File: src/rtl/riscv_trace_arb_pkg.sv
// Shared definitions for the retire-trace arbiter: trace entry layout and a packing helper.
// The optional counters are enabled with the RISCV_TRACE_ARB_CNT_EN macro (see riscv_trace_arb).
package riscv_trace_arb_pkg;

    localparam int TRACE_ENTRY_W   = 64;
    localparam int TRACE_PC_LSB    = 32;
    localparam int TRACE_INSTR_LSB = 0;

    function automatic logic [TRACE_ENTRY_W-1:0] pack_entry(input logic [31:0] pc,
                                                            input logic [31:0] instr);
        logic [TRACE_ENTRY_W-1:0] e;
        e = '0;
        e[TRACE_PC_LSB +: 32]    = pc;
        e[TRACE_INSTR_LSB +: 32] = instr;
        return e;
    endfunction

endpackage

File: src/rtl/riscv_trace_fifo.sv
// DEPTH-entry trace buffer with a 2-entry write port and a 1-entry read port.
// The caller guarantees i_push_n never exceeds free space and i_pop only fires when non-empty.
module riscv_trace_fifo
    import riscv_trace_arb_pkg::*;
#(
    parameter int DEPTH = 8,
    localparam int PTR_W = $clog2(DEPTH)
) (
    input  logic                     clk_i,
    input  logic                     rst_i,
    input  logic [1:0]               i_push_n,
    input  logic [TRACE_ENTRY_W-1:0] i_data0,
    input  logic [TRACE_ENTRY_W-1:0] i_data1,
    input  logic                     i_pop,
    output logic [PTR_W:0]           o_count,
    output logic [TRACE_ENTRY_W-1:0] o_head
);

    logic [TRACE_ENTRY_W-1:0] r_mem [DEPTH];
    logic [PTR_W-1:0]         r_wr_ptr;
    logic [PTR_W-1:0]         r_rd_ptr;
    logic [PTR_W:0]           r_count;
    logic [PTR_W-1:0]         w_wr_ptr1;

    assign w_wr_ptr1 = r_wr_ptr + 1'b1;

    always_ff @(posedge clk_i) begin
        if (rst_i) begin
            r_wr_ptr <= '0;
            r_rd_ptr <= '0;
            r_count  <= '0;
        end else begin
            r_wr_ptr <= r_wr_ptr + PTR_W'(i_push_n);
            r_rd_ptr <= r_rd_ptr + PTR_W'(i_pop);
            r_count  <= r_count + (PTR_W+1)'(i_push_n) - (PTR_W+1)'(i_pop);
        end
    end

    // Storage needs no reset: the head is masked by the owner whenever count is zero.
    always_ff @(posedge clk_i) begin
        if (i_push_n != 2'd0) r_mem[r_wr_ptr]  <= i_data0;
        if (i_push_n == 2'd2) r_mem[w_wr_ptr1] <= i_data1;
    end

    assign o_count = r_count;
    assign o_head  = r_mem[r_rd_ptr];

endmodule

File: src/rtl/riscv_trace_arb.sv
// Serialises the two retire lanes onto one trace port, with backpressure and sticky drop flag.
// Define RISCV_TRACE_ARB_CNT_EN to add drop_cnt_o / retire_cnt_o statistics outputs.
module riscv_trace_arb
    import riscv_trace_arb_pkg::*;
#(
    parameter int DEPTH = 8
`ifdef RISCV_TRACE_ARB_CNT_EN
    , parameter int CNT_W = 16
`endif
) (
    input  logic        clk_i,
    input  logic        rst_i,
    input  logic        enable_i,
    input  logic        lane0_valid_i,
    input  logic [31:0] lane0_pc_i,
    input  logic [31:0] lane0_instr_i,
    input  logic        lane1_valid_i,
    input  logic [31:0] lane1_pc_i,
    input  logic [31:0] lane1_instr_i,
    output logic        stall_o,
    output logic        trace_valid_o,
    output logic [31:0] trace_pc_o,
    output logic [31:0] trace_instr_o,
    input  logic        trace_ready_i,
    output logic        overflow_o
`ifdef RISCV_TRACE_ARB_CNT_EN
    , output logic [CNT_W-1:0] drop_cnt_o
    , output logic [31:0]      retire_cnt_o
`endif
);

    localparam int CW = $clog2(DEPTH) + 1;

    logic [CW-1:0]            w_count;
    logic [CW-1:0]            w_free;
    logic [1:0]               w_demand;
    logic [1:0]               w_accept;
    logic [1:0]               w_drop;
    logic                     w_pop;
    logic [TRACE_ENTRY_W-1:0] w_slot0;
    logic [TRACE_ENTRY_W-1:0] w_slot1;
    logic [TRACE_ENTRY_W-1:0] w_head;
    logic                     r_overflow;

    // Free space comes only from the registered count; a pop this cycle gives no credit.
    assign w_free = CW'(DEPTH) - w_count;

    always_comb begin
        w_demand = 2'd0;
        if (enable_i) begin
            w_demand = {1'b0, lane0_valid_i} + {1'b0, lane1_valid_i};
        end
        if (w_free >= CW'(w_demand)) begin
            w_accept = w_demand;
        end else begin
            w_accept = w_free[1:0];
        end
        w_drop = w_demand - w_accept;
    end

    // A lone lane1 retire takes the first slot; with both valid lane0 goes first.
    assign w_slot0 = lane0_valid_i ? pack_entry(lane0_pc_i, lane0_instr_i)
                                   : pack_entry(lane1_pc_i, lane1_instr_i);
    assign w_slot1 = pack_entry(lane1_pc_i, lane1_instr_i);

    assign trace_valid_o = (w_count != '0);
    assign w_pop         = trace_valid_o && trace_ready_i;

    riscv_trace_fifo #(
        .DEPTH (DEPTH)
    ) u_fifo (
        .clk_i    (clk_i),
        .rst_i    (rst_i),
        .i_push_n (w_accept),
        .i_data0  (w_slot0),
        .i_data1  (w_slot1),
        .i_pop    (w_pop),
        .o_count  (w_count),
        .o_head   (w_head)
    );

    assign trace_pc_o    = trace_valid_o ? w_head[TRACE_PC_LSB +: 32]    : 32'd0;
    assign trace_instr_o = trace_valid_o ? w_head[TRACE_INSTR_LSB +: 32] : 32'd0;
    assign stall_o       = (w_free < CW'(2));

    always_ff @(posedge clk_i) begin
        if (rst_i) begin
            r_overflow <= 1'b0;
        end else if (w_drop != 2'd0) begin
            r_overflow <= 1'b1;
        end
    end

    assign overflow_o = r_overflow;

`ifdef RISCV_TRACE_ARB_CNT_EN
    logic [CNT_W-1:0] r_drop_cnt;
    logic [31:0]      r_retire_cnt;
    logic [CNT_W:0]   w_drop_sum;

    assign w_drop_sum = {1'b0, r_drop_cnt} + (CNT_W+1)'(w_drop);

    always_ff @(posedge clk_i) begin
        if (rst_i) begin
            r_drop_cnt   <= '0;
            r_retire_cnt <= '0;
        end else begin
            r_drop_cnt   <= w_drop_sum[CNT_W] ? '1 : w_drop_sum[CNT_W-1:0];
            r_retire_cnt <= r_retire_cnt + 32'(w_accept);
        end
    end

    assign drop_cnt_o   = r_drop_cnt;
    assign retire_cnt_o = r_retire_cnt;
`endif

endmodule
File: config.mk
export PLATFORM = sky130hd
export DESIGN_NAME = riscv_trace_arb
export DESIGN_NICKNAME = d
export VERILOG_FILES = /design/src/rtl/riscv_trace_arb_pkg.sv /design/src/rtl/riscv_trace_fifo.sv /design/src/rtl/riscv_trace_arb.sv
export SDC_FILE = /design/constraint.sdc
export NUM_CORES = 1
export LEC_CHECK = 0
export CAP_MARGIN = 20
export CORE_MARGIN = 4
export CORE_UTILIZATION = 60
export DETAILED_ROUTE_END_ITERATION = 8
export HOLD_SLACK_MARGIN = 0.06
export PLACE_DENSITY = 0.81
export SLEW_MARGIN = 25
export SYNTH_ARGS = -nofsm -noshare
export SYNTH_HDL_FRONTEND = slang
export SYNTH_HIERARCHICAL = 1
export SYNTH_SLANG_ARGS = --single-unit
export TNS_END_PERCENT = 20
File: constraint.sdc
create_clock -name clk_i -period 11.8 [get_ports clk_i]
set_clock_uncertainty 0.2 [all_clocks]
set_input_delay 2.36 -clock clk_i [delete_from_list [all_inputs] [get_ports clk_i]]
set_output_delay 2.36 -clock clk_i [all_outputs]
set_load 0.01 [all_outputs]
# Word level (Yosys, flattened, before mapping)
# Memory sizes are Yosys's and may differ from the RTL's. A register that Yosys moved wholly into a read port is not among the register bits.
# Cells that the tools add are included.
[word_totals]
reg_bits = 11
ram_bits = 512
out_inout_bits = 67
inputBits = 134
wordCells = 30
memories = 1
[mem_list]
columns = ["name", "words", "width", "rd", "rd_ports_with_merged_regs", "write_ports", "line", "rtl"]
rows = [
  ["u_fifo.r_mem", 8, 64, 1, 1, 2, "riscv_trace_fifo.sv:19", "logic [TRACE_ENTRY_W-1:0] r_mem [DEPTH];"],
]
[classes]
muxes = 10
add_sub_neg = 8
n_eq_ne = 1
n_lt_le_gt_ge = 2
n_reduce_logical = 4
[op_table]
columns = ["operator", "n"]
rows = [
  ["$mux W32", 2],
  ["$mux W64", 1],
  ["$add A4 B2 Y4", 1],
  ["$ge A4 B2 Y1", 1],
  ["$lt A4 B2 Y1 const B", 1],
  ["$mux W1", 4],
  ["$mux W2", 2],
  ["$reduce_bool A2 Y1", 2],
  ["$reduce_bool A4 Y1", 1],
  ["$sub A4 B1 Y4", 1],
  ["$sub A4 B4 Y4 const A", 1],
  ["$add A3 B1 Y3", 1],
  ["$add A3 B1 Y3 const B", 1],
  ["$add A3 B2 Y3", 1],
  ["$mux W3", 1],
  ["$add A1 B1 Y2", 1],
  ["$eq A2 B2 Y1 const B", 1],
  ["$sub A2 B2 Y2", 1],
  ["$logic_and A1 B1 Y1", 1],
]

# Longest topological paths before layout
[depth]
depth_word = 7
mapped_depth = 13
mapped_depth_nobuf = 13

# Modules after synthesis
# The synthesis kept the hierarchy.
[by_module_without_submodules]
columns = ["module", "cells_per_inst", "seq_area_each_um2", "area_each_um2", "n_inst"]
rows = [
  ["riscv_trace_fifo", 1384, 15574.9, 26038.7, 1],
  ["riscv_trace_arb", 173, 20.0, 1447.6, 1],
]

# Least setup slack after synthesis
# No wires, ideal clock.
[synth_path]
path_type = "input port to flip-flop"
from = "in lane0_valid_i"
to = "mem u_fifo.r_mem[1][0], enable pin"
arrival_time_ps = 8857
setup_time_ps = 581
setup_slack_ps = 2162
cell_stages = 8
path_buffers = 0
required_ps = 11019
path_cell_list = "ha_1 and2_1 ha_1 nand2b_1 a211o_2 mux2i_1 o21ai_0 o31ai_1"
[synth_lines]
columns = ["item", "line", "rtl"]
rows = [
  ["start, declared", "riscv_trace_arb.sv:14", "input logic lane0_valid_i,"],
  ["end, declared", "riscv_trace_fifo.sv:19", ""],
]

==> results.md <==
- Relative slew margins: 25.8%
- Initial core utilization: 60.7%
- Fin cells: about 2400
- Slew @ Worst Pin: 1110 ps
- Data required, critical path: 11810 ps
- Total GRT Usage: 25.6%
- Crit-path slowest cell: nand2_4
- Max-cap violations: 0
- Drt wl/cell: around 27 um
- # setup viols final: 0
- Buf/Inv on CP: 2
- DP Cell Count: 2275
- Layout cell share with drive strength beyond 1: 49.6%
- Drt pass-1 iters: 5
- PwrDens: about 190 mW/mm2
- Post-Syn Instances: roughly 1600
- Syn_nets: 1706
- First-pass GRT wire length: 98100 um
- Leakage power: approximately 0.010 uW
- Top cells by count, synth: 631 x mux2_2, 512 x edfxtp_1, 128 x mux4_2, 53 x nor2b_1, 40 x buf_2
- Worst-path clk slew: 60 ps
- CP Launch Point: lane0_valid_i
- Post-synth EDFFs: 512
- RSZ-0062 raised after global routing: no
- Clock Tree Root: clkbuf_16
- Hold Crit Class: flop to flop
- Crit path top cell by count: ha_1
- CP arrival: between 7000 and 8000 ps
- Die height: 222 um
- Clk buf depth: 3
- Gpl congestion: 0.772
- Post-CTS Hold Buffers: 0
- Num ports: 201
- Async S/R FF share, synth: 0%
- Most used DFF post-synth: edfxtp_1
- Worst Setup EP: u_fifo/r_mem[5][52]
- Most frequent cell after synthesis: mux2_2
- I/O Buffers: 200
- H-tree levels: 2
- Max Clock Freq: 133 MHz
- Vias in the first global route: 16300
- Critical-path cell list: buf_6 -> ha_1 -> and2_1 -> ha_1 -> nand2b_1 -> a211o_2 -> mux2i_1 -> nor4b_2 -> nand2_4 -> o21ai_4 -> buf_4
- Critical Path Sink Type: flop
- Peak VDD IR: 0.000260 V
- Vias per cell: 6.41
- Sequential element share of the synthesized area: 56.7%
- Setup Fix Bufs, Post-CTS: 0
- RR Endpoint: u_fifo/r_mem[5][52]
- Largest net degree at the start of global routing: 71
- Setup tns final: 0 ps
- Die area: around 0.05 mm2
- FF-to-FF Start: u_fifo/o_count[0]
- TritonCTS sink count: 523
- CTS tree: done
- Yosys cell types: 45
- DR vias: 15200
- Delay-heaviest family, CP: simple AND/OR/NAND/NOR gates
- Crit Path Category: primary input to flop
- Outcome: complete, no violations
- Final ANT Viol Nets: 0
- Avg Cell Area, Syn: roughly 18 um2
- Final Util: a little over two thirds
- Crit. path cell count: 11
- Clk_lat worst skew: 590 ps
- Top cells by area, synth: edfxtp_1 56%, mux2_2 26%, mux4_2 10%
- Remaining Overflow, GRT: 0
- Final critical-path required period: 7540 ps
- Initial antenna violation count: 1
- CP max stage delay: 740 ps
- Top-area cell type share of the netlist area: 55.9%
- Area Growth Syn to Fin: 15.1%
- Yosys top cell by area: edfxtp_1
- Layout Nets: 1883
- Final WL: roughly 63000 um
- Die width: roughly 220 um
- DRT iter0 DRCs: 1399
- Final Max Tran Viols: 0
- Yosys reg bits: between 500 and 600
- Drc violations: 0
- Netlist Area Pre-Place: ~0.027 mm2
- Worst setup SP type: primary input
- Core ar.: 0.0453 mm2
- CTS-repair resized insts: 0
- Yosys warns: 6
- Hpwl dp: 36000 um
- Flop2flop setup slack: 6320 ps
- Tcrit/Tclk final: 63.9%
- FF-to-FF path depth: 9
- Crit Path Max Fanout: 65
- TritonCTS buffer count: 54
- Fin. Hold Viols: 0
- Site Rows: 78
-- state kept, by name, indices dropped and copies added, names as in the netlist --
name and cells:
u_fifo/r_wr_ptr 3, u_fifo/o_count 4, u_fifo/r_mem 512, u_fifo/r_rd_ptr 3
overflow_o 1
-- placed cells by master (no fill, tap or decap), types with 2 or more instances in the layout --
master | Yosys | layout
nand3_1 | 4 | 2
edfxtp_1 | 512 | 512
inv_1 | 16 | 16
o21ai_4 | 0 | 4
mux2_2 | 631 | 631
xnor2_1 | 3 | 3
clkdlybuf4s50_1 | 0 | 199
and2b_1 | 17 | 16
nor2_1 | 8 | 8
nand2b_1 | 2 | 2
dfxtp_1 | 11 | 8
clkinv_1 | 0 | 21
dfxtp_4 | 0 | 3
o21ai_0 | 7 | 3
clkbuf_16 | 0 | 55
nand3_4 | 0 | 2
xor2_1 | 2 | 2
bufinv_16 | 0 | 2
o31ai_4 | 0 | 2
nand2_1 | 7 | 3
clkbuf_1 | 24 | 5
buf_6 | 26 | 6
nor2b_1 | 53 | 53
mux4_2 | 128 | 128
nand2_4 | 0 | 3
ha_1 | 13 | 13
buf_16 | 0 | 4
fa_1 | 2 | 2
nor2_4 | 0 | 2
a21oi_1 | 2 | 2
o22ai_4 | 0 | 2
mux2_1 | 9 | 9
buf_4 | 9 | 16
clkinv_2 | 0 | 7
-- cell type report --
type	count	area, um2
repair buffers	226	2310
fillers	2945	13600
multi-input cells	913	11300
clock inverters	31	183
flip-flops and latches	523	15600
clock buffers	60	1400
well taps	600	751
diodes	1	2.50
inverters	16	60.1
-- layer usage --
metal	track usage, %	part of all wire, %	vias up
met1	35.1	41	7971
met5	0	0	-
met4	5.78	1.8	0
met3	3.73	5.8	71
li1	-	-	6651
met2	44.2	51	508
-- power by group --
group	internal (uW)	total [uW]	switching, uW
Combinational	997	1870	871
Clock	880	1560	682
Sequential	2350	2450	101
-- stage by stage --
stage               hold slack, ps  setup WS (ps)  total power [uW]  cell area (um2)
finish                         299           4260              5880            31600
floorplan                      293           2160              3620            27500
CTS                            301           4040              5920            31600
global placement               272           3390              4300            29900
global route                   321           3980              6130            31600
detailed placement             289           3410              4350            30000
-- kinds of logic (layout without fill, tap and decap cells) --
group	after synthesis	in the layout	share of synthesized area, %
compound gates	20	20	0.478
xor+xnor	7	7	0.278
fa+ha+maj	15	15	0.737
buf+inv	121	333	2.67
flops	523	523	56.7
mux	770	770	36.8
other cells	0	1	0
simple gates	101	101	2.30
-- how the worst min path moves through the flow --
stage | startpoint | to | slack (ps) | cells after the start
floorplan | overflow_o | overflow_o | 290 | 2
global placement | overflow_o | overflow_o | 270 | 2
detailed placement | overflow_o | overflow_o | 290 | 2
CTS | overflow_o | overflow_o | 300 | 2
global route | overflow_o | overflow_o | 320 | 2
finish | overflow_o | overflow_o | 300 | 2
-- tightest hold or removal path, delay by kind of cell, from the launching register on --
family	cells	cell delay, ps
buffers and inverters	1	50
AO/OA/AOI/OAI	1	70
flip-flops	1	330
Power figures use the tool's default switching activity.
